--- src/rtl/flex_stp_deser.sv ---
// Multi-lane framed serial-to-parallel deserialiser with a valid/ready holding
// register and a sticky overrun flag for words lost before being consumed.
module flex_stp_deser #(
  parameter int unsigned NUM_BITS  = 8,
  parameter int unsigned NUM_LANES = 1,
  parameter bit          IDLE_BIT  = 1'b1
) (
  input  logic                          clk,
  input  logic                          n_rst,
  input  logic                          shift_enable,
  input  logic [NUM_LANES-1:0]          serial_in,
  input  logic                          shift_msb,
  input  logic                          clear,
  input  logic                          out_ready,
  output logic                          out_valid,
  output logic [NUM_LANES*NUM_BITS-1:0] out_data,
  output logic [$clog2(NUM_BITS)-1:0]   bit_count,
  output logic                          overrun
);

  localparam int unsigned CNT_W  = $clog2(NUM_BITS);
  localparam int unsigned DATA_W = NUM_LANES * NUM_BITS;
  localparam logic [CNT_W-1:0] LAST_BIT = CNT_W'(NUM_BITS - 1);

  logic [DATA_W-1:0] sreg;
  logic [DATA_W-1:0] sreg_shifted;
  logic              complete_c;

  // Post-shift image of every lane; completion captures this, so the bit
  // entering on the final edge lands in the word.
  always_comb begin
    sreg_shifted = sreg;
    for (int unsigned i = 0; i < NUM_LANES; i++) begin
      if (shift_msb) begin
        sreg_shifted[i*NUM_BITS +: NUM_BITS] =
          {sreg[i*NUM_BITS +: NUM_BITS-1], serial_in[i]};
      end else begin
        sreg_shifted[i*NUM_BITS +: NUM_BITS] =
          {serial_in[i], sreg[i*NUM_BITS+1 +: NUM_BITS-1]};
      end
    end
  end

  assign complete_c = shift_enable && (bit_count == LAST_BIT);

  // Shift, framing counter and holding register with handshake.
  always_ff @(posedge clk) begin
    if (!n_rst) begin
      sreg      <= {DATA_W{IDLE_BIT}};
      out_data  <= {DATA_W{IDLE_BIT}};
      out_valid <= 1'b0;
      bit_count <= '0;
      overrun   <= 1'b0;
    end else if (clear) begin
      // out_data intentionally retained; only the partial word is discarded.
      sreg      <= {DATA_W{IDLE_BIT}};
      out_valid <= 1'b0;
      bit_count <= '0;
      overrun   <= 1'b0;
    end else begin
      if (shift_enable) begin
        sreg      <= sreg_shifted;
        bit_count <= complete_c ? '0 : bit_count + CNT_W'(1);
      end
      if (complete_c) begin
        out_data  <= sreg_shifted;
        out_valid <= 1'b1;
        if (out_valid && !out_ready) begin
          overrun <= 1'b1;
        end
      end else if (out_valid && out_ready) begin
        out_valid <= 1'b0;
      end
    end
  end

endmodule

--- config.mk ---
export PLATFORM = sky130hd
export DESIGN_NAME = flex_stp_deser
export DESIGN_NICKNAME = d
export VERILOG_FILES = /design/src/rtl/flex_stp_deser.sv
export SDC_FILE = /design/constraint.sdc
export NUM_CORES = 1
export LEC_CHECK = 0
export CORE_AREA = 2 2 54 56
export CTS_CLUSTER_SIZE = 28
export DETAILED_ROUTE_END_ITERATION = 8
export DIE_AREA = 0 0 56 58
export DONT_BUFFER_PORTS = 1
export PLACE_DENSITY = 0.56
export SKIP_LAST_GASP = 1
export SLEW_MARGIN = 20
export SYNTH_ARGS = -nofsm -noshare
export SYNTH_HDL_FRONTEND = slang
export SYNTH_SLANG_ARGS = --single-unit
export TNS_END_PERCENT = 10
--- constraint.sdc ---
create_clock -name clk -period 1.6 [get_ports clk]
set_input_delay 0.48 -clock clk [delete_from_list [all_inputs] [get_ports clk]]
set_output_delay 0.48 -clock clk [all_outputs]
set_load 0.02 [all_outputs]
==> results_dict.tcl <==
set metrics [dict create \
    grt_max_degree 21 \
    hold_violations 0 \
    die_height_um 58 \
    detail-route-antenna-nets 0 \
    clk-insertion-delay-late_ns 0.30 \
    crit_type "register to register" \
    critical_path.endpoint_type "register" \
    grt_first_pass_wirelength_um 3440 \
    number_of_buffers_on_the_longest_clock_path 2 \
    postSynthAreaPerCell_um2 10.5 \
    hold_buffers 0 \
    synthMostInstantiatedCell "dfxtp_1" \
    post_cts.resized_instances 0 \
    cts_made_buffers 3 \
    worst_setup_timing_slack_at_the_placement_stage_ns 0.108 \
    core_box_area_um2 2660 \
    synthDistinctLibCells 19 \
    synth_top_area_share_pct 40.9 \
    antenna_cells_inserted 0 \
    crit_path_start_kind "register" \
    route.detailed.wl_per_inst_um 15.4 \
    design.die.area_um2 3250 \
    finish.net_count 106 \
    chipWidth_um 56 \
    grt_pass1_vias 737 \
    cts.sinks 21 \
    synth_ff_type "dfxtp_1" \
    power.density_nw_per_um2 764 \
    maxSlewHeadroom_pct 64.4 \
    first_pass_iters 4 \
    edff_count_synth 0 \
    max_slew.worst_pin.slew_ns 0.532 \
    critPathRequiredTime_ns 1.82 \
    initial_core_util_pct 38.6 \
    routed_wl_um 1960 \
    holdCritPathClass "input pin to register" \
    synth-compound-area-share_pct 19.5 \
    final.setup.tns_ns 0 \
    report.final.slew_viol_count 0 \
    synth.mux.area_fraction_pct 8.77 \
    synthesis.nets 107 \
    dp_hpwl_um 1430 \
    drt-initial-drc-count 18 \
    post-route-drc-count 0 \
    placementRows 19 \
    groute.usage.overall_pct 13.6 \
    crit_path_max_fanout 9 \
    max_cap_viol_count 0 \
    post-route-cell-area_um2 1060 \
    dr_total_vias 704 \
    clk_root_buffer_cell "clkbuf_4" \
    cts_tree "yes" \
    finClkSkew_ns 0.00717 \
    cells_after_synthesis 98 \
    finalSetupViolCount 0 \
    ir_drop_v 0.000353 \
    mappedNetlistArea_um2 1030 \
    synth_sequential_area_ratio_pct 40.9 \
    synth_fa_ha_area_share_pct 2.44 \
    ioPinCount 20 \
    port_buffers 0 \
    yosys-top-cells-area "dfxtp_1 (41%), a221oi_2 (12%), mux2i_1 (8.8%)" \
    clk_pin_slew_worst_paths_ns 0.12 \
    least_setup_slack_across_all_paths_after_layout_ns 0.134 \
    grt_setup_unrepaired "false" \
    grt_antenna_before_repair 0 \
    synth.yosys.warnings 0 \
    dp_cells 123 \
    synthDominantAreaCellType "dfxtp_1" \
    number_of_synthesized_register_bits 21 \
    post_cts.repair.setup_buffers 0 \
    worst-endpoint-arrival_ns 1.69 \
    fmaxAchievable_ghz 0.682 \
    result_of_the_run "finished clean" \
    async_set_reset_flop_share_out_of_synthesis_pct 0 \
    areaGrowthSynthToFinish_pct 3.29 \
    min_period_ns 1.47 \
    instances_no_fill 127 \
    synth_top_family_by_area "simple AND/OR/NAND/NOR gates" \
    detail_route.vias_per_cell 5.54 \
    synth_simple_gate_area_share_pct 22.7 \
    placement.cell_area_um2 1030 \
    gr-total-overflow 0 \
    power.leakage_uw 0.000446 \
    post_route_cells_drive_above_1_share_pct 15.6 \
    globalplace.congestion 0.717 \
    synthTopCellsByCount "dfxtp_1 (21), and3b_1 (9), mux2i_1 (9), nor2_1 (9), nor2b_1 (9)" \
    yosys.area_share.xor_xnor_pct 0 \
    clock_tree.htree_level_count 1 \
    period_share_pct 91.6 \
]
[registers in the layout (all words and copies together) (netlist names)]
| register | count |
|---|---|
| out_data | 8 |
| sreg | 8 |
| bit_count | 3 |
| out_valid | 1 |
| overrun | 1 |
[area by class of cell]
cell class                      count  area (µm²)
Sequential cell                    21         420
Clock buffer                        4        26.3
Inverter                            1        3.75
Fill cell                         277        1600
Timing Repair Buffer                3        22.5
Tap cell                           31        38.8
Multi-Input combinational cell     67         549
[routing by layer]
layer  share of wire, %  track usage, %  up-vias  routed length (µm)
li1                   -               -      354                   -
met1                 47            17.2      337                 918
met2                 47            21.3       11                 924
met3                4.9            3.57        2                  96
met4               0.92            7.14        0                  18
met5                  0               0        -                   0
[layout by cell type (no fill, tap or decap)]
cell and n:
mux2i_1 9, dfxtp_1 21, buf_4 3, nand4b_1 1
nor2_1 9, or3b_1 1, nor2b_1 9, and3b_1 9
clkbuf_1 1, nand3b_1 1, clkbuf_4 3, ha_1 2
a21oi_1 4, inv_1 1, nand2_1 1, nand2b_1 4
a221oi_2 8, a22oi_1 8, and4b_2 1
[path summary, 6_finish.rpt]
path | slack [ns] | startpoint | cells after the start | endpoint
max reg2reg | 0.13 | bit_count[0]$_SDFFE_PP0P_ | 4 | out_data[3]$_SDFFE_PN1P_
min reg2reg | 0.53 | sreg[7]$_SDFFE_PP1P_ | 2 | sreg[7]$_SDFFE_PP1P_
min | 0.35 | shift_enable | 2 | bit_count[2]$_SDFFE_PP0P_
max | 0.13 | bit_count[0]$_SDFFE_PP0P_ | 4 | out_data[3]$_SDFFE_PN1P_
[cell families (layout without fill, tap and decap cells)]
group | count (synthesis) | in the layout
AND/OR/NAND/NOR | 36 | 36
flip-flops | 21 | 21
AO/OA/AOI/OAI | 20 | 20
buffers and inverters | 10 | 8
multiplexers | 9 | 9
adder cells (fa/ha/maj) | 2 | 2
[report_power, final]
| group | internal (µW) | switching, µW |
|---|---|---|
| logic | 17.5 | 15.3 |
| clock network | 97.0 | 154 |
| registers | 525 | 1.54 |
| total | 640 | 171 |
[per-stage QoR]
step / hold WS (ns) / util, % / total power (µW)
after global placement: 0.491 / 38.8 / 571
after CTS: 0.334 / 39.8 / 819
after global routing: 0.352 / 39.8 / 838
final: 0.347 / 39.8 / 811
after floorplan: 0.476 / - / 585
after detailed placement: 0.509 / 38.8 / 572
[worst max-delay path, stage by stage (launching register included)]
cell      delay [ns]
dfxtp_1         0.35
ha_1            0.15
ha_1            0.22
nand2_1         0.32
a221oi_2        0.34
Note: power is estimated with default switching activity, not from simulation.
